[src/rtl/uart_rx_fifo_if.sv]
// uart_rx_fifo_if: host-side read port of the UART receiver FIFO.
// master = receiver (drives head/status), slave = host (pops, clears overflow).
interface uart_rx_fifo_if #(parameter int FIFO_DEPTH = 8);
    localparam int CW = $clog2(FIFO_DEPTH + 1);
    logic [7:0] rdData;
    logic rdParityErr;
    logic rdFrameErr;
    logic rdBreak;
    logic rdValid;
    logic rdReady;
    logic [CW-1:0] fifoCount;
    logic overflow;
    logic clrOverflow;
    modport master (
        output rdData, rdParityErr, rdFrameErr, rdBreak, rdValid, fifoCount, overflow,
        input rdReady, clrOverflow
    );
    modport slave (
        input rdData, rdParityErr, rdFrameErr, rdBreak, rdValid, fifoCount, overflow,
        output rdReady, clrOverflow
    );
endinterface

[src/rtl/uart_rx_fifo.sv]
// uart_rx_fifo: oversampled majority-vote UART receiver feeding a show-ahead FIFO
// whose entries carry {break, frameErr, parityErr, data}.
module uart_rx_fifo #(
    parameter int DIV_WIDTH = 16,
    parameter int OVERSAMPLE = 16,
    parameter int FIFO_DEPTH = 8
) (
    input logic clk,
    input logic rstN,
    input logic rx,
    input logic [1:0] dataBits,
    input logic hasParity,
    input logic [1:0] parityMode,
    input logic extraStopBit,
    input logic [DIV_WIDTH-1:0] baudDivisor,
    uart_rx_fifo_if.master rd
);
    localparam int SW = $clog2(OVERSAMPLE);
    localparam int M = OVERSAMPLE / 2;
    localparam int PW = $clog2(FIFO_DEPTH);
    localparam int CW = $clog2(FIFO_DEPTH + 1);
    typedef enum logic [2:0] {IDLE, START, DATA, PARITY, STOP1, STOP2, WAIT_HIGH} stateT;
    stateT state;
    logic rxMeta, rxS, rxPrev;
    logic [1:0] dbL, pmL;
    logic hpL, esL;
    logic [DIV_WIDTH-1:0] baudL, divCnt;
    logic [SW-1:0] s;
    logic [2:0] votes, votesNext, bitCnt;
    logic [7:0] data;
    logic parBit, pushReq;
    logic [10:0] pushEntry;
    logic tick, sampleTick, resolve, bitVal, parOdd, parityErr, isBreak;
    assign tick = (state != IDLE) && (divCnt == baudL);
    assign sampleTick = tick && (s == SW'(M - 1) || s == SW'(M) || s == SW'(M + 1));
    assign resolve = tick && (s == SW'(OVERSAMPLE - 1));
    // the last vote may land on the resolving tick itself when OVERSAMPLE is 4
    assign votesNext = sampleTick ? {votes[1:0], rxS} : votes;
    assign bitVal = (votesNext[0] & votesNext[1]) | (votesNext[0] & votesNext[2]) | (votesNext[1] & votesNext[2]);
    assign parOdd = ^data ^ parBit;
    assign parityErr = hpL && (pmL == 2'b10 ? parOdd : pmL == 2'b01 ? !parOdd : pmL == 2'b11 ? !parBit : parBit);
    assign isBreak = (data == 8'd0) && !parBit;
    always_ff @(posedge clk or negedge rstN) begin
        if (!rstN) begin
            state <= IDLE;
            rxMeta <= 1'b1;
            rxS <= 1'b1;
            rxPrev <= 1'b1;
            dbL <= '0;
            pmL <= '0;
            hpL <= 1'b0;
            esL <= 1'b0;
            baudL <= '0;
            divCnt <= '0;
            s <= '0;
            votes <= '0;
            bitCnt <= '0;
            data <= '0;
            parBit <= 1'b0;
            pushReq <= 1'b0;
            pushEntry <= '0;
        end else begin
            rxMeta <= rx;
            rxS <= rxMeta;
            rxPrev <= rxS;
            pushReq <= 1'b0;
            divCnt <= (state == IDLE || tick) ? '0 : divCnt + 1'b1;
            if (tick) begin
                s <= resolve ? '0 : s + 1'b1;
                votes <= votesNext;
            end
            case (state)
                IDLE: if (rxPrev && !rxS) begin
                    state <= START;
                    dbL <= dataBits;
                    hpL <= hasParity;
                    pmL <= parityMode;
                    esL <= extraStopBit;
                    baudL <= baudDivisor;
                    s <= '0;
                    bitCnt <= '0;
                    data <= '0;
                    parBit <= 1'b0;
                end
                START: if (resolve) state <= bitVal ? IDLE : DATA;
                DATA: if (resolve) begin
                    data[bitCnt] <= bitVal;
                    bitCnt <= bitCnt + 1'b1;
                    if (bitCnt == 3'(dbL) + 3'd4) state <= hpL ? PARITY : STOP1;
                end
                PARITY: if (resolve) begin
                    parBit <= bitVal;
                    state <= STOP1;
                end
                STOP1: if (resolve) begin
                    if (bitVal && esL) state <= STOP2;
                    else begin
                        pushReq <= 1'b1;
                        pushEntry <= {!bitVal && isBreak, !bitVal, parityErr, data};
                        state <= bitVal ? IDLE : WAIT_HIGH;
                    end
                end
                STOP2: if (resolve) begin
                    pushReq <= 1'b1;
                    pushEntry <= {1'b0, !bitVal, parityErr, data};
                    state <= bitVal ? IDLE : WAIT_HIGH;
                end
                default: if (rxS) state <= IDLE;
            endcase
        end
    end
    logic [10:0] mem [FIFO_DEPTH];
    logic [PW-1:0] wrPtr, rdPtr;
    logic [CW-1:0] count;
    logic full, pop, wr;
    logic [10:0] head;
    assign full = count == CW'(FIFO_DEPTH);
    assign pop = rd.rdReady && (count != '0);
    assign wr = pushReq && (!full || pop);
    assign head = (count != '0) ? mem[rdPtr] : '0;
    always_ff @(posedge clk) begin
        if (wr) mem[wrPtr] <= pushEntry;
    end
    always_ff @(posedge clk or negedge rstN) begin
        if (!rstN) begin
            wrPtr <= '0;
            rdPtr <= '0;
            count <= '0;
            rd.overflow <= 1'b0;
        end else begin
            wrPtr <= wrPtr + PW'(wr);
            rdPtr <= rdPtr + PW'(pop);
            count <= count + CW'(wr) - CW'(pop);
            rd.overflow <= (pushReq && full && !pop) ? 1'b1 : rd.clrOverflow ? 1'b0 : rd.overflow;
        end
    end
    assign rd.rdData = head[7:0];
    assign rd.rdParityErr = head[8];
    assign rd.rdFrameErr = head[9];
    assign rd.rdBreak = head[10];
    assign rd.rdValid = count != '0;
    assign rd.fifoCount = count;
endmodule

[src/flat_wrapper.sv]
// flat-port wrapper written by rule: the top's interface ports become plain ports
module uart_rx_fifo_flat 
#(
    parameter int DIV_WIDTH = 16,
    parameter int OVERSAMPLE = 16,
    parameter int FIFO_DEPTH = 8
)
  (clk, rstN, rx, dataBits, hasParity, parityMode, extraStopBit, baudDivisor, rd_rdData, rd_rdParityErr, rd_rdFrameErr, rd_rdBreak, rd_rdValid, rd_fifoCount, rd_overflow, rd_rdReady, rd_clrOverflow);
  uart_rx_fifo_if #(.FIFO_DEPTH(FIFO_DEPTH)) rd_i ();
  input logic clk;
  input logic rstN;
  input logic rx;
  input logic [1:0] dataBits;
  input logic hasParity;
  input logic [1:0] parityMode;
  input logic extraStopBit;
  input logic [DIV_WIDTH-1:0] baudDivisor;
  output wire logic [$bits(rd_i.rdData)-1:0] rd_rdData;
  output wire logic [$bits(rd_i.rdParityErr)-1:0] rd_rdParityErr;
  output wire logic [$bits(rd_i.rdFrameErr)-1:0] rd_rdFrameErr;
  output wire logic [$bits(rd_i.rdBreak)-1:0] rd_rdBreak;
  output wire logic [$bits(rd_i.rdValid)-1:0] rd_rdValid;
  output wire logic [$bits(rd_i.fifoCount)-1:0] rd_fifoCount;
  output wire logic [$bits(rd_i.overflow)-1:0] rd_overflow;
  input wire logic [$bits(rd_i.rdReady)-1:0] rd_rdReady;
  input wire logic [$bits(rd_i.clrOverflow)-1:0] rd_clrOverflow;
  assign rd_rdData = rd_i.rdData;
  assign rd_rdParityErr = rd_i.rdParityErr;
  assign rd_rdFrameErr = rd_i.rdFrameErr;
  assign rd_rdBreak = rd_i.rdBreak;
  assign rd_rdValid = rd_i.rdValid;
  assign rd_fifoCount = rd_i.fifoCount;
  assign rd_overflow = rd_i.overflow;
  assign rd_i.rdReady = rd_rdReady;
  assign rd_i.clrOverflow = rd_clrOverflow;
  uart_rx_fifo #(.DIV_WIDTH(DIV_WIDTH), .OVERSAMPLE(OVERSAMPLE), .FIFO_DEPTH(FIFO_DEPTH)) u_core (.clk(clk), .rstN(rstN), .rx(rx), .dataBits(dataBits), .hasParity(hasParity), .parityMode(parityMode), .extraStopBit(extraStopBit), .baudDivisor(baudDivisor), .rd(rd_i));
endmodule
[config.mk]
export PLATFORM = sky130hd
export DESIGN_NAME = uart_rx_fifo_flat
export DESIGN_NICKNAME = d
export VERILOG_FILES = /design/src/rtl/uart_rx_fifo_if.sv /design/src/rtl/uart_rx_fifo.sv /design/src/flat_wrapper.sv
export SDC_FILE = /design/constraint.sdc
export NUM_CORES = 1
export LEC_CHECK = 0
export BUFFER_PORTS_ARGS = -buffer_cell sky130_fd_sc_hd__buf_4
export CAP_MARGIN = 20
export CORE_MARGIN = 2
export CORE_UTILIZATION = 26
export DETAILED_ROUTE_END_ITERATION = 10
export PLACE_DENSITY_LB_ADDON = 0.05
export REMOVE_ABC_BUFFERS = 1
export SYNTH_ARGS = -nofsm -noshare
export SYNTH_HDL_FRONTEND = slang
export SYNTH_SLANG_ARGS = --single-unit
[constraint.sdc]
create_clock -name clk -period 5.8 [get_ports clk]
set_input_delay 0.87 -clock clk [delete_from_list [all_inputs] [get_ports clk]]
set_output_delay 0.87 -clock clk [all_outputs]
set_load 0.01 [all_outputs]
Word level (Yosys, flattened, before mapping) --
Memory sizes are Yosys's and may differ from the RTL's. Index checks and enable logic that the tools add are counted.
Cells by class: add/subtract/negate cells 8, order comparisons 2, equality and inequality tests 23, mux-type cells 47, bitwise gates (word level) 6, reductions and logical operators 38
Operators with widths (count):
- $mux W11 | 4
- $mux W3 | 14
- $pmux W11 S2 | 1
- $pmux W3 S6 | 1
- $add A16 B1 Y16 const B | 1
- $eq A16 B16 Y1 | 1
- $eq A4 B4 Y1 const B | 4
- $mux W16 | 1
- $mux W4 | 4
- $mux W8 | 2
- $pmux W8 S2 | 1
- $logic_and A1 B1 Y1 | 13
- $mux W1 | 13
- $ne A2 B1 Y1 const B | 6
- $bwmux W8 | 1
- $logic_not A8 Y1 | 1
- $reduce_and A8 Y1 | 1
- $reduce_bool A2 Y1 | 4
- $reduce_xor A8 Y1 | 1
- $reduce_bool A7 Y1 | 1
- $add A3 B1 Y3 | 2
- $eq A3 B2 Y1 const B | 2
- $eq A3 B3 Y1 const B | 2
- $logic_not A1 Y1 | 6
- other kinds (27) | 37
Storage, ports and cells: register bits 86, memory bits (writable) 88, bits of input ports 27, output and inout port bits 17, logic and storage cells 146, memories 1
Memories:
- u_core.mem | words 8, bits a word 11, read ports 1, clocked after memory_dff 0, wr ports 1, line uart_rx_fifo.sv:112 | logic [10:0] mem [FIFO_DEPTH];

Longest topological paths before layout --
Gate-level depths: netlist of the first run.
depth in word-level cells 13, depth in mapped cells 11, mapped depth without buffers 11

Worst setup path after synthesis of the first run --
OpenSTA, ideal clock, no wires.
path type input port to flip-flop, from in rd_rdReady, to mem u_core.mem[0][0], enable pin, setup time 0.393 ns, arrival 2.152 ns, data required time 5.407 ns, slack 3.255 ns, stages 4, buffers on the path 0, cells stage by stage nand2b_1 -> a31oi_1 -> nand2b_1 -> nor3_1
On the way: longest elaborated chain between the ends 5
RTL lines:
- start: declaration | line flat_wrapper.sv:25 | input wire logic [$bits(rd_i.rdReady)-1:0] rd_rdReady;
- $logic_and A1 B1 Y1 | line uart_rx_fifo.sv:118 | assign pop = rd.rdReady && (count != '0);
- $logic_or A1 B1 Y1 | line uart_rx_fifo.sv:119 | assign wr = pushReq && (!full || pop);
- $logic_and A1 B1 Y1 | line uart_rx_fifo.sv:119
- $mux W1 | line uart_rx_fifo.sv:122 | if (wr) mem[wrPtr] <= pushEntry;
- $mux W1 (implied by the code) | line uart_rx_fifo.sv:122
- end: declaration | line uart_rx_fifo.sv:112
Every way passes these cells.

Final worst setup path of the first run --
from reg u_core.rdPtr[0], to out rd_rdBreak
On the way: longest elaborated chain between the ends 2
RTL lines:
- start: declaration | line uart_rx_fifo.sv:113 | logic [PW-1:0] wrPtr, rdPtr;
- start signal: assignment | line uart_rx_fifo.sv:132 | rdPtr <= rdPtr + PW'(pop);
- $mem_v2 Z8 W11
- $mux W11 | line uart_rx_fifo.sv:120 | assign head = (count != '0) ? mem[rdPtr] : '0;
- end: declaration | line flat_wrapper.sv:21 | output wire logic [$bits(rd_i.rdBreak)-1:0] rd_rdBreak;
Every way passes these cells.

==> flow_summary.rst, run 1 <==
.. list-table::
   :header-rows: 1

   * - Metric
     - Value
   * - DIE HEIGHT
     - 177 microns
   * - Synth area leaders
     - sky130_fd_sc_hd__edfxtp_1, sky130_fd_sc_hd__dfrtp_1, sky130_fd_sc_hd__mux4_2, sky130_fd_sc_hd__mux2_2, sky130_fd_sc_hd__ha_1
   * - Total vias in the final route
     - 4501
   * - Register Area
     - 4800 sq um
   * - Yosys synthesis warning count
     - 0
   * - Crit share post-route
     - 0.582
   * - Cell type with the highest aggregate area in the netlist
     - sky130_fd_sc_hd__edfxtp_1
   * - Area share of the leading cell type in the synthesized netlist
     - 0.340
   * - CTS Buf Count
     - 17
   * - CTS Buffer Depth
     - 2
   * - Placer Congestion
     - 0.727
   * - Synthesized instance count
     - 562
   * - Largest net degree at the start of global routing
     - 49
   * - Initial standard-cell utilization of the core
     - 0.263
   * - Transition time of the tightest slew-check pin
     - 0.863 ns
   * - Area used by multi-input combinational logic
     - 2760 sq um
   * - Cell-by-cell trace of the critical path
     - buf_4, mux4_2, mux2i_1, nor2_1, buf_4
   * - Crit-path max cell delay
     - 0.61 ns
   * - Async set-or-reset flop fraction in the synthesized netlist
     - 0.494
   * - Outcome
     - finished, final reports clean
   * - Max_slew headroom
     - 0.425
   * - Kind of end point of the critical path
     - output port
   * - Kind of start point of the critical path
     - flop
   * - Final ANT Viol Nets
     - 0
   * - Inserted Diodes
     - 0
   * - Post-placement cell count
     - 984
   * - Pwr per Cell Area
     - 378 nW/um^2
   * - Fin worst setup slack
     - 2.42 ns
   * - Quantity of gates resized following cts
     - 0
   * - Max Cap Violations
     - 0
   * - I/O pin total
     - 44
   * - Max H-tree Level
     - 4
   * - Most instantiated flip-flop cell in the synthesis netlist
     - sky130_fd_sc_hd__edfxtp_1
   * - Setup TNS Final
     - 0 ns
   * - Insertion delay of the later-clocked pin in the worst-skew pair
     - 0.43 ns
   * - Area of the core region
     - 29600 sq um
   * - Number of global-route vias before repair
     - 4764
   * - Max VDD drop
     - 0.148 mV
   * - Cts hold-fix bufs
     - 0
   * - Leakage power summed over all cells
     - 3.55 nW
   * - Clock-pin slew of the registers on the worst-case setup and hold paths
     - 0.08 ns
   * - Die Footprint
     - 31300 sq um
   * - Mean instance size in the synthesized netlist
     - 13.8 sq um
   * - Critical path data required time
     - 4.93 ns
   * - WL/cell
     - 16.8 microns
   * - Crit path time final
     - 3.38 ns
   * - Standard-cell rows
     - 63
   * - TritonCTS clock tree
     - built
   * - Number of clock sinks
     - 174
   * - Crit path kind
     - reg2out
   * - Wire length of the first global-routing pass
     - 27.5 mm
   * - HPWL after detailed placement
     - 11.0 mm
   * - CP dominant cell by count
     - sky130_fd_sc_hd__buf_4
   * - Final number of setup-violating endpoints
     - 0
   * - Unrepaired setup endpoints after global routing
     - false
   * - Count of buffers added by post-CTS timing repair for setup
     - 0
   * - FILL cells
     - 3007
   * - Max Fanout on Critical Path
     - 17
   * - IO buf count
     - 43
   * - Detailed Route Iter0 Violations
     - 197
   * - Netlist cell types
     - 52
   * - Antenna violations before repair
     - 0
   * - Detail-routed via count per cell
     - 4.43
   * - Ratio of cells with drive above 1 in the final layout
     - 0.238
   * - Final Slew Violations
     - 0
   * - Wire length after detailed routing
     - 17.1 mm
   * - Total power consumption of the routed design
     - 3.47 mW
   * - Worst hold slack across all endpoints
     - 0.356 ns
   * - Fin Clk Skew
     - 0.0156 ns
   * - Post-layout net count
     - 661
   * - Grt total ovfl
     - 0
   * - Die Width
     - 177 microns
   * - Sequential cell area fraction in the yosys report
     - 0.618
   * - Critical path's slowest cell
     - sky130_fd_sc_hd__dfrtp_1
   * - Area of the mapped netlist
     - 7760 sq um
   * - Overall track demand over capacity in global routing
     - 0.117
   * - Pre-Repair DR Iteration Count
     - 4
   * - Flip-flop and latch count after synthesis
     - 174
   * - Number of failing hold endpoints at the final stage
     - 0
   * - Highest-count cells in the layout ignoring fill and taps
     - sky130_fd_sc_hd__edfxtp_1, sky130_fd_sc_hd__dfrtp_1, sky130_fd_sc_hd__buf_4
   * - Data arrival time of the worst path
     - 2.51 ns
   * - Detailed-route DRC error count
     - 0
   * - Worst setup slack after placement
     - 2.60 ns
   * - Count of flip-flops with a built-in enable after synthesis
     - 88
   * - Clock root buffer master
     - sky130_fd_sc_hd__clkbuf_16
   * - Area delta synth->final
     - 18.2%
   * - Highest clock frequency the design can meet
     - 0.296 GHz
   * - Commonest non-fill, non-tap cell in the layout
     - sky130_fd_sc_hd__edfxtp_1
   * - Classification of the worst-slack hold path
     - reg2reg
   * - Non-filler instance count after layout
     - 1017
-- flip-flops by register name, summed over array words and instances (netlist names), 4 cells and up --
name,count
u_core.pushEntry,11
u_core.mem,88
u_core.s,4
u_core.data,8
u_core.divCnt,16
u_core.baudL,16
u_core.rd.fifoCount,4
-- worst paths after layout --
check,from,cells after the start,end,slack (ns)
setup reg to reg,u_core.divCnt[6],6,u_core.pushEntry[6],2.56
max in group asynchronous,rstN,2,u_core.pushEntry[3],4.30
hold / removal,u_core.rxMeta,0,u_core.rxS,0.36
setup / recovery,u_core.rdPtr[0],5,rd_rdBreak,2.42
hold reg to reg,u_core.rxMeta,0,u_core.rxS,0.36
min in group asynchronous,rstN,1,u_core.baudL[10],0.41
-- critical path: cells and delay by family (launching register included) --
family	cells	cell delay [ns]
muxes	2	0.79
DFF	1	0.61
buffers and inverters	2	0.60
and+or+nand+nor	1	0.07
-- per-stage QoR --
stage	util	cell area, sq um
final	0.310	9180
after global routing	0.310	9180
after CTS	0.310	9160
after detailed placement	0.290	8560
after global placement	0.290	8560
after floorplan	-	7660
-- metal layers --
metal	up-vias	GRT usage	share of wire
li1	2172	-	-
met1	2265	0.152	0.47
met2	55	0.197	0.50
met3	9	0.0234	0.022
met4	0	0.0320	0.0098
met5	-	0	0
-- layout make-up --
cell class | instances | share of cell area
inverters | 28 | 0.0115
well taps | 390 | 0.0532
multi-input cells | 338 | 0.301
clock inverters | 14 | 0.0183
repair buffers | 55 | 0.0464
flip-flops and latches | 174 | 0.523
clock buffers | 18 | 0.0468
-- power by group --
part / internal [mW] / switching [mW]
Clock: 0.619 / 0.548
Combinational: 0.442 / 0.353
Sequential: 1.38 / 0.122
-- kinds of logic (layout without fill, tap and decap cells) --
logic type / after synthesis / after routing / share of synthesized area
buf+inv: 50 / 115 / 0.0267
simple gates: 145 / 145 / 0.0894
mux: 74 / 74 / 0.140
flops: 174 / 174 / 0.618
fa+ha+maj: 20 / 20 / 0.0332
xor+xnor: 38 / 38 / 0.0429
compound gates: 61 / 61 / 0.0501
-- cells in the mapped netlist (all sizes together), types with 2 or more instances --
library cell,n
and2,3
and4,2
nand4,8
mux2,31
a21oi,14
or2,2
nor4,4
a211oi,3
nand3,21
edfxtp,88
ha,19
xor2,27
inv,28
nor2b,3
dfrtp,83
mux4,22
or4,2
o21ai,23
clkbuf,14
a2111oi,2
a41oi,2
a31oi,4
and3,3
xnor2,11
o22ai,2
dfstp,3
nor2,45
o2bb2ai,2
nor3b,2
nand2b,4
buf,8
mux2i,21
or3,3
o311ai,2
nor3,4
nand2,37
Note: power is estimated with default switching activity, not from simulation.
==> run 2, diff against run 1 <==
- clock period: 5.8 -> 3.4 ns (I/O delays scaled with it)
==> run 2 against run 1 <==
Net effect: critical path depth up 1; die area unchanged; cell count up 0.39%; routed wire length up 4.3%; total power up 67%; combinational power up 72%; sequential share of layout area up 0.11 points; critical endpoint is now u_core.pushEntry[2].
==> flow_summary.rst, run 2 (synthesis results as in run 1) <==
.. list-table::
   :header-rows: 1

   * - Metric
     - Value
   * - Switching component of the power
     - 1.70 mW (was 1.02 mW)
   * - Commonest non-fill, non-tap cell in the layout
     - sky130_fd_sc_hd__edfxtp_1 (unchanged)
   * - IO buf count
     - 43 (unchanged)
   * - Max H-tree Level
     - 4 (unchanged)
   * - Max Cap Violations
     - 0 (unchanged)
   * - Fin Clk Skew
     - 0.0158 ns (was 0.0156 ns)
   * - Largest net degree at the start of global routing
     - 62 (was 49)
   * - Part of the power in the clock network
     - 0.318 (was 0.337)
   * - Power Internal
     - 4.08 mW (was 2.44 mW)
   * - Kind of cell adding the most delay to the critical path
     - simple AND/OR/NAND/NOR gates (was multiplexers)
   * - Initial standard-cell utilization of the core
     - 0.263 (unchanged)
   * - Critical path data required time
     - 3.70 ns (was 4.93 ns)
   * - Count of buffers added by post-CTS timing repair for setup
     - 0 (unchanged)
   * - Crit-path max cell delay
     - 0.57 ns (was 0.61 ns)
   * - Ratio of cells with drive above 1 in the final layout
     - 0.249 (was 0.238)
   * - Setup crit start
     - u_core.divCnt[6] (was u_core.rdPtr[0])
   * - R2R Path End
     - u_core.pushEntry[2] (was u_core.pushEntry[6])
   * - HPWL after detailed placement
     - 12.0 mm (was 11.0 mm)
   * - Unrepaired setup endpoints after global routing
     - false (unchanged)
   * - Leakage power summed over all cells
     - 3.52 nW (was 3.55 nW)
   * - Critical path's slowest cell
     - sky130_fd_sc_hd__and4_1 (was sky130_fd_sc_hd__dfrtp_1)
   * - Switch share
     - 0.294 (was 0.295)
   * - Transition time of the tightest slew-check pin
     - 0.851 ns (was 0.863 ns)
   * - Cts hold-fix bufs
     - 0 (unchanged)
   * - Overall track demand over capacity in global routing
     - 0.121 (was 0.117)
   * - Inserted Diodes
     - 0 (unchanged)
   * - Share of the core filled with cells in the final layout
     - 0.310 (about the same)
   * - Final ANT Viol Nets
     - 0 (unchanged)
   * - Setup TNS Final
     - 0 ns (unchanged)
   * - Highest clock frequency the design can meet
     - 0.358 GHz
   * - Area delta synth->final
     - 17.9% (was 18.2%)
   * - Max VDD drop
     - 0.269 mV (was 0.148 mV)
   * - Number of failing hold endpoints at the final stage
     - 0 (unchanged)
   * - Final number of setup-violating endpoints
     - 0 (unchanged)
   * - Number of clock sinks
     - 174 (unchanged)
   * - Comb pwr share
     - 0.236 (was 0.230)
   * - Startpoint of the worst register-to-register path
     - u_core.divCnt[6] (unchanged)
   * - Total vias in the final route
     - 4508 (was 4501)
   * - Kind of start point of the critical path
     - flop (unchanged)
   * - CTS Buffer Depth
     - 2 (unchanged)
   * - Clock-pin slew of the registers on the worst-case setup and hold paths
     - 0.08 ns (about the same)
   * - Crit path time final
     - 2.79 ns
   * - Detailed-route DRC error count
     - 0 (unchanged)
   * - Grt total ovfl
     - 0 (unchanged)
   * - Die Width
     - 177 microns (unchanged)
   * - Relative contribution of sequential cells to total power
     - 0.446 (was 0.434)
   * - Detailed Route Iter0 Violations
     - 228 (was 197)
   * - FILL cells
     - 2976 (was 3007)
   * - Placer Congestion
     - 0.723 (was 0.727)
   * - Biggest register
     - u_core.mem (unchanged)
   * - Area of the core region
     - 29600 sq um (unchanged)
   * - Outcome
     - finished, final reports clean (unchanged)
   * - Critical path depth in cells
     - 6 (was 5)
   * - Highest-count cells in the layout ignoring fill and taps
     - sky130_fd_sc_hd__edfxtp_1, sky130_fd_sc_hd__dfrtp_1, sky130_fd_sc_hd__buf_4 (unchanged)
   * - R2R Setup Slk
     - 0.61 ns (was 2.56 ns)
   * - CTS Buf Count
     - 17 (unchanged)
   * - Data arrival time of the worst path
     - 3.09 ns (was 2.51 ns)
   * - Worst R2R Path Depth
     - 6 (unchanged)
   * - Post-layout net count
     - 665 (was 661)
   * - Kind of end point of the critical path
     - flop (was output port)
   * - I/O pin total
     - 44 (unchanged)
   * - Leading registers by flop count
     - u_core.mem x88, u_core.baudL x16, u_core.divCnt x16 (unchanged)
   * - Standard-cell rows
     - 63 (unchanged)
   * - Detail-routed via count per cell
     - 4.42 (was 4.43)
   * - DIE HEIGHT
     - 177 microns (unchanged)
   * - Number of flip-flops in the largest register
     - 88 (unchanged)
   * - Pre-Repair DR Iteration Count
     - 4 (unchanged)
   * - Crit path kind
     - reg2reg (was reg2out)
   * - Wire length of the first global-routing pass
     - 28.2 mm (was 27.5 mm)
   * - CP Buf/Inv Count
     - 0 (was 2)
   * - Clock root buffer master
     - sky130_fd_sc_hd__clkbuf_16 (unchanged)
   * - Wire length after detailed routing
     - 17.8 mm (was 17.1 mm)
   * - Quantity of gates resized following cts
     - 0 (unchanged)
   * - Final Slew Violations
     - 0 (unchanged)
   * - Register Area
     - 4800 sq um (unchanged)
   * - TritonCTS clock tree
     - built (unchanged)
   * - Number of global-route vias before repair
     - 4812 (was 4764)
   * - Cell-by-cell trace of the critical path
     - xor2_1, nor4_1, and4_1, nand3_2, a211o_1, mux2_4 (was buf_4, mux4_2, mux2i_1, nor2_1, buf_4)
   * - Pwr per Cell Area
     - 632 nW/um^2 (was 378 nW/um^2)
   * - Max_slew headroom
     - 0.432 (was 0.425)
   * - Max Fanout on Critical Path
     - 11 (was 17)
   * - Classification of the worst-slack hold path
     - in2async (was reg2reg)
   * - Crit share post-route
     - 0.821
   * - Die Footprint
     - 31300 sq um (unchanged)
   * - Antenna violations before repair
     - 0 (unchanged)
   * - Critical Path End
     - u_core.pushEntry[2] (was rd_rdBreak)
   * - Area used by multi-input combinational logic
     - 2770 sq um (was 2760 sq um)
   * - Insertion delay of the later-clocked pin in the worst-skew pair
     - 0.43 ns (about the same)
   * - WL/cell
     - 17.4 microns (was 16.8 microns)
## run 2: layer usage
layer | vias up | share of wire | routed length (microns) | global-route usage
li1 | 2170 | - | - | -
met1 | 2274 | 0.46 | 8100 | 0.153
met2 | 54 | 0.51 | 9120 | 0.210
met3 | 10 | 0.024 | 419 | 0.0253
met4 | 0 | 0.0083 | 147 | 0.0310
met5 | - | 0 | 0 | 0
## run 2: through the flow
| step | power (mW) | hold slack, ns | worst slack (ns) | instances | area (sq um) |
|---|---|---|---|---|---|
| floorplan | 3.46 | 0.214 | 0.990 | 540 | 7660 |
| global placement | 4.03 | 0.347 | 0.654 | 989 | 8610 |
| detailed placement | 4.05 | 0.348 | 0.601 | 989 | 8610 |
| CTS | 5.93 | 0.167 | 0.569 | 1021 | 9160 |
| global route | 6.14 | 0.170 | 0.319 | 1021 | 9160 |
| finish | 5.79 | 0.177 | 0.607 | 1021 | 9160 |
## run 2: power groups by stage
stage                     clock network (mW)  registers, mW  logic, mW
final                                   1.84           2.58       1.37
after global routing                    2.00           2.61       1.53
after CTS                               1.92           2.59       1.42
after detailed placement                   0           2.64       1.41
after global placement                     0           2.63       1.40
after floorplan                            0           2.63      0.831
## run 2: area by class of cell
class | count | area share
clock buffers | 19 | 0.0484
clock inverters | 13 | 0.0118
inverters | 28 | 0.0115
multi-input cells | 338 | 0.303
flip-flops and latches | 174 | 0.524
well taps | 390 | 0.0533
repair buffers | 59 | 0.0484
## run 2: worst min path at each step
stage	end	slack [ns]
global placement	u_core.rxS	0.35
floorplan	u_core.baudL[0]	0.21
detailed placement	u_core.rxS	0.35
global route	u_core.rxMeta	0.17
finish	u_core.baudL[15]	0.18
CTS	u_core.rxMeta	0.17
